===== config.mk =====
export PLATFORM = sky130hd
export DESIGN_NAME = rate_tick_gen
export DESIGN_NICKNAME = d
export VERILOG_FILES = /design/src/rtl/rate_pkg.sv /design/src/rtl/rate_tick_gen.sv
export SDC_FILE = /design/constraint.sdc
export NUM_CORES = 1
export LEC_CHECK = 0
export CORE_UTILIZATION = 54
export CTS_BUF_LIST = sky130_fd_sc_hd__clkbuf_8 sky130_fd_sc_hd__clkbuf_16
export DETAILED_ROUTE_END_ITERATION = 6
export PLACE_DENSITY = 0.91
export RECOVER_POWER = 100
export REMOVE_ABC_BUFFERS = 1
export SKIP_LAST_GASP = 1
export SLEW_MARGIN = 5
export SYNTH_ARGS = -nofsm -noshare
export SYNTH_HDL_FRONTEND = slang
export SYNTH_SLANG_ARGS = --single-unit

===== constraint.sdc =====
create_clock -name clk -period 4.1 [get_ports clk]
set_input_delay 0.41 -clock clk [delete_from_list [all_inputs] [get_ports clk]]
set_output_delay 0.41 -clock clk [all_outputs]
set_load 0.03 [all_outputs]

===== src/rtl/rate_pkg.sv =====
// rate_pkg: divisor types, legal half-period range and the clamp helper.
// Shared by the speed-control block (producer) and rate_tick_gen (consumer)
// so both ends agree on what a legal divisor is.
package rate_pkg;

  localparam int unsigned DIV_W = 32;

  typedef logic [DIV_W-1:0] div_t;

  // 50 MHz / 2 / 22 kHz, rounded
  localparam div_t DEFAULT_DIV = 32'h470;
  localparam div_t MIN_DIV     = 32'h20;
  localparam div_t MAX_DIV     = 32'h8E0;

  // Unsigned, full-width compares; zero falls into the low clamp.
  function automatic div_t clamp_div(input div_t x);
    div_t r;
    r = x;
    if (x < MIN_DIV) begin
      r = MIN_DIV;
    end else if (x > MAX_DIV) begin
      r = MAX_DIV;
    end
    return r;
  endfunction

endpackage


===== src/rtl/rate_tick_gen.sv =====
// rate_tick_gen: turns a requested half-period into a 50% duty sample clock
// plus a one-cycle strobe on each rising edge of that clock.
//
// Ports:
//   clk          system clock
//   rst          asynchronous, active-high reset
//   enable       count when high, freeze everything when low
//   div_in       requested half-period in clk cycles
//   out_clk      generated sample clock
//   tick         one-clk pulse in the cycle out_clk becomes 1
//   div_active   half-period currently in use (after clamping)
//   div_clamped  high while div_active came from an out-of-range div_in
//
// div_in is only looked at on the terminal-count cycle, so every half-period
// runs on exactly one divisor value.
module rate_tick_gen #(
  parameter int unsigned      DIV_W       = rate_pkg::DIV_W,
  parameter logic [DIV_W-1:0] DEFAULT_DIV = rate_pkg::DEFAULT_DIV,
  parameter logic [DIV_W-1:0] MIN_DIV     = rate_pkg::MIN_DIV,
  parameter logic [DIV_W-1:0] MAX_DIV     = rate_pkg::MAX_DIV
) (
  input  logic             clk,
  input  logic             rst,
  input  logic             enable,
  input  logic [DIV_W-1:0] div_in,
  output logic             out_clk,
  output logic             tick,
  output logic [DIV_W-1:0] div_active,
  output logic             div_clamped
);

  localparam logic [DIV_W-1:0] ONE = {{(DIV_W-1){1'b0}}, 1'b1};

  // MIN_DIV >= 1 is what keeps div_active-1 from wrapping in the TC compare.
  if (!((MIN_DIV >= ONE) && (MIN_DIV <= DEFAULT_DIV) && (DEFAULT_DIV <= MAX_DIV))) begin : g_bad_range
    $error("rate_tick_gen: need 1 <= MIN_DIV <= DEFAULT_DIV <= MAX_DIV");
  end

  logic [DIV_W-1:0] cnt;
  logic [DIV_W-1:0] div_next;
  logic             clamp_hit;
  logic             tc;

  assign tc = (cnt == (div_active - ONE));

  always_comb begin
    div_next  = div_in;
    clamp_hit = 1'b0;
    if (div_in < MIN_DIV) begin
      div_next  = MIN_DIV;
      clamp_hit = 1'b1;
    end else if (div_in > MAX_DIV) begin
      div_next  = MAX_DIV;
      clamp_hit = 1'b1;
    end
  end

  always_ff @(posedge clk or posedge rst) begin
    if (rst) begin
      cnt         <= '0;
      out_clk     <= 1'b0;
      tick        <= 1'b0;
      div_active  <= DEFAULT_DIV;
      div_clamped <= 1'b0;
    end else begin
      tick <= 1'b0;
      if (enable) begin
        if (tc) begin
          cnt         <= '0;
          out_clk     <= ~out_clk;
          // only the 0->1 toggle strobes
          tick        <= ~out_clk;
          div_active  <= div_next;
          div_clamped <= clamp_hit;
        end else begin
          cnt <= cnt + ONE;
        end
      end
    end
  end

endmodule


[Yosys cells after proc, flatten, opt, wreduce, memory -nomap -nowiden]
Index checks and enable logic that the tools add are counted.
Storage, ports and cells
  bits of input ports: 35
  output and inout bits: 35
  register bits: 67
  word-level logic and storage cells: 19
Operators by class
  add/subtract/negate cells: 2
  bitwise logic cells: 1
  muxes and demuxes: 7
  magnitude comparators: 2
  reduce and logical (&&, ||, !) cells: 1
  eq/ne operators: 1
Operators with widths (number)
  two-way mux 32 bit: 3
  adder 32 x 1 -> 32 bit (second input constant): 1
  == test 32 bit: 1
  > comparator 32 x 12 -> 1 bit (second input constant): 1
  less-than comparator 32 x 6 -> 1 bit (second input constant): 1
  subtractor 32 x 1 -> 32 bit (second input constant): 1
  two-way mux 1 bit: 4
  AND reduction 2 bit: 1
  inverter 1 bit: 1

[Longest topological paths before layout]
  depth in word-level cells: 4
  depth in mapped cells: 12
  depth with buffers taken out: 9

[Worst setup path after synthesis]
No wires, ideal clock.
  kind: reg2reg
  start: reg div_active[0]
  end: reg div_clamped
  slack: 0.408 ns
  arrival: 3.609 ns
  cell stages (with the launch flop): 13
  setup time: 0.083 ns
  path buffers: 3
  cells stage by stage: dfrtp_1 inv_1 ha_1 or3b_2 clkbuf_1 or4_1 clkbuf_1 nor4b_1 xnor2_1 o2111ai_1 nor4_4 buf_4 mux2i_1
On the way
  word-level cells in the longest chain between the ends: 3
Ends and longest elaborated chain
  start, declared: line rate_tick_gen.sv:28  | output logic [DIV_W-1:0] div_active,
  start signal, assigned: line rate_tick_gen.sv:73  | div_active <= div_next;
  subtractor 32 x 1 -> 32 bit: line rate_tick_gen.sv:44  | assign tc = (cnt == (div_active - ONE));
  == test 32 bit: line rate_tick_gen.sv:44
  AND reduction 2 bit (no source line)
  end signal, assigned: line rate_tick_gen.sv:74  | div_clamped <= clamp_hit;
  end, declared: line rate_tick_gen.sv:29  | output logic div_clamped
No other way between the ends.
A chain may end at the register's enable or synchronous reset.

[Worst setup path after layout]
  start: reg div_active[0]
  end: reg div_active[5]
On the way
  word-level cells in the longest chain between the ends: 3
Ends and longest elaborated chain (line)
  subtractor 32 x 1 -> 32 bit: rate_tick_gen.sv:44
  == test 32 bit: rate_tick_gen.sv:44
  AND reduction 2 bit (no source line)
No other way between the ends.

==> impl_results.md <==
- Outcome: complete, but fails checks
- Failing checks: max-capacitance violations, max-slew violations
- WP data required: 4380 ps
- Wire length per cell: 17.2 um
- Synth async-reset ratio: 100%
- Clk root buf: clkbuf_8
- Hold Fails Final Rpt: 0
- Ys flop type: dfrtp_1
- Worst Hold Class: flip-flop to flip-flop
- Cell Count, Final, Fillers Out: 638
- Max rail drop VDD: 0.271 mV
- Die height: 90.1 um
- Synth unique cells: 56
- Area grow syn2layout: 25.3%
- Total power: 1.57 mW
- Final worst-path cycle share: 94.7%
- RSZ-0062 raised after global routing: false
- Final core utilization: 71.3%
- HPWL Detailed: 8000 um
- Worst reg2reg startpoint: div_active[0]
- I/O Buffers: 69
- Mux cell area share after synthesis: 3.37%
- Row Count: 31
- Minimum clock period: 3880 ps
- Max stage delay on crit path: 590 ps
- Critical Path AT: 4160 ps
- Clock sink count: 67
- Register area share after synthesis: 40.1%
- Rel. slew slack: -24.9%
- DRC Markers: 0
- Setup crit start: div_active[0]
- Core Region: 7370 um^2
- CP max-delay cell: or4_1
- # IOs: 70
- Die area: 8120 um^2
- Startpoint Class: flip-flop
- Gate Count Post-Synth: 462
- Max Cap Viol: 1
- Routed WL: 11000 um
- Setup TNS: 0 ps
- Synth Warn #: 0
- Cell area after placement: 5010 um^2
- Worst Setup Path Type: flip-flop to flip-flop
- Fmax: 0.258 GHz
- Pwr dens: 299 nW/um^2
- Antenna-violating nets left: 0
- Slew @ Worst Pin: 1870 ps
- Design area: 5250 um^2
- Proportion of layout cells with a drive suffix above 1: 7.05%
- FILL cells: 559
- Gr usage total: 27.5%
- Largest net degree at the start of global routing: 64
- Via Count: 3836
- Post-synth top cells: dfrtp_1, nor2_1, xnor2_1
- Die Wd: 90.1 um
- Avg Inst Size Synth: 9.07 um^2
- Yosys top cell area share: 37.6%
- Initial Util: 56.9%
- CTS tree: done
- Final GP Congestion: 1.03
- CP top delay family: simple AND/OR/NAND/NOR gates
- DRT Pass-1 Iters: 5
- Final setup viols: 0
- H-tree Lvls: 3
- Iteration-0 DRC Markers: 309
- Vias in the first global route: 3642
- Global-route wire length before repair: 17800 um
- Worst-Skew Late Latency: 350 ps
- Worst path most repeated cell: or4_1
- Skew final: 8.35 ps
- Worst path bufs/invs: 2
- Yosys reg bits: 67
- NumNets Final: 571
- Leakage: 2.24 nW
- Cell accounting for the most synthesized area: dfrtp_1
- CP Max Fanout: 63
- Compound-cell area share of the yosys netlist: 6.45%
- Main combinational cell family by area after synthesis: simple AND/OR/NAND/NOR gates
- Vias per Instance: 6.01
- Mapped Area: 4190 um^2
- Most frequent cell after synthesis: dfrtp_1
- Top post-synthesis cells by area: dfrtp_1, xnor2_1, xor2_1, nor2_1, nor4_1
- Placed cell count: 622
- Clk buf depth: 2
- Final Slew Violations: 36
- CP cell instances: inv_1 -> ha_1 -> or3b_2 -> or4_1 -> or4_1 -> a211oi_2 -> o21ai_1 -> nor4_4 -> buf_12 -> mux2_1
- Antenna Cells: 0
- Synth Area in Adders: 0.597%
- Initial antenna violation count: 0
- CTS buffer count: 9
- Post-synth EDFFs: 0
- GR Overflow Total: 0
- Simple-gate share of the synthesized area: 30.9%
- Synth Area in XOR/XNOR: 15.0%
- Reg clk slew, reported paths: 70 ps
- Critical path endpoint category: flip-flop
- Post-CTS Setup Inserts: 0
- Hold wc startpoint: out_clk
==> metal layers <==
layer	vias up	global-route usage (%)	share of wire, %
met2	161	44.7	49
met5	-	0	0
met4	0	9.81	1.7
met3	21	5.41	6.4
met1	1863	36.7	43
li1	1791	-	-
==> state kept, by name (all words and copies together), names as in the netlist <==
register	flops
cnt	32
div_clamped	1
tick	1
div_active	32
out_clk	1
==> cells by family after synthesis <==
group,Yosys count
AO/OA/AOI/OAI,37
XOR/XNOR,72
adder cells (fa/ha/maj),2
buffers and inverters,35
flip-flops,67
multiplexers,14
AND/OR/NAND/NOR,235
==> cell usage in the layout, fill, tap and decap left out, drive strengths merged, types with 4 or more instances in the layout <==
cell type      netlist  final
buf                  6      8
dfstp                4      4
nand4               16     16
inv                 18     20
nor2                52     52
dlygate4sd3          0     36
nor3                18     18
xor2                33     33
and4                 5      5
or2                  5      5
and3                 8      8
nand2               33     33
clkdlybuf4s50        0     33
mux2i               13     13
o21ai                5      5
xnor2               39     39
nor4                22     22
or3                  8      8
nor4b                6      6
or4                 11     11
dfrtp               63     63
a21oi                6      6
nor2b               19     19
clkbuf              11     11
a31oi                4      4
nand3               18     18
==> layout make-up <==
| class | count | area [um^2] | area share [%] |
|---|---|---|---|
| sequential | 67 | 1680 | 32.0 |
| tap | 99 | 124 | 2.36 |
| timing repair buffer | 78 | 767 | 14.6 |
| inverter | 18 | 67.6 | 1.29 |
| clock buffer | 10 | 138 | 2.62 |
| multi-input combinational | 360 | 2370 | 45.1 |
| clock inverter | 6 | 105 | 2.00 |
==> repair_timing <==
item	CTS	global route
hold buffers	0	0
resized for setup	0	1
setup endpoints to repair	0	1
==> through the flow <==
step / hold WS [ps] / setup WS, ps
2_1_floorplan: 513 / -917
3_3_place_gp: 476 / 353
3_5_place_dp: 498 / 245
4_1_cts: 484 / 173
5_1_grt: 530 / 30.2
6_report: 503 / 217
==> worst paths after layout <==
check                                 to  slack, ps  cells past startpoint
min                              out_clk        500                      1
max                        div_active[5]        220                     10
min reg2reg                      out_clk        500                      1
max reg2reg                div_active[5]        220                     10
min in group asynchronous        cnt[20]        810                      2
max in group asynchronous  div_active[1]        960                      3
==> report_power, final <==
| group | internal (mW) | switching, mW |
|---|---|---|
| Clock | 0.416 | 0.249 |
| Combinational | 0.0878 | 0.0851 |
| Sequential | 0.686 | 0.0484 |
(Power assumes the default switching activity.)
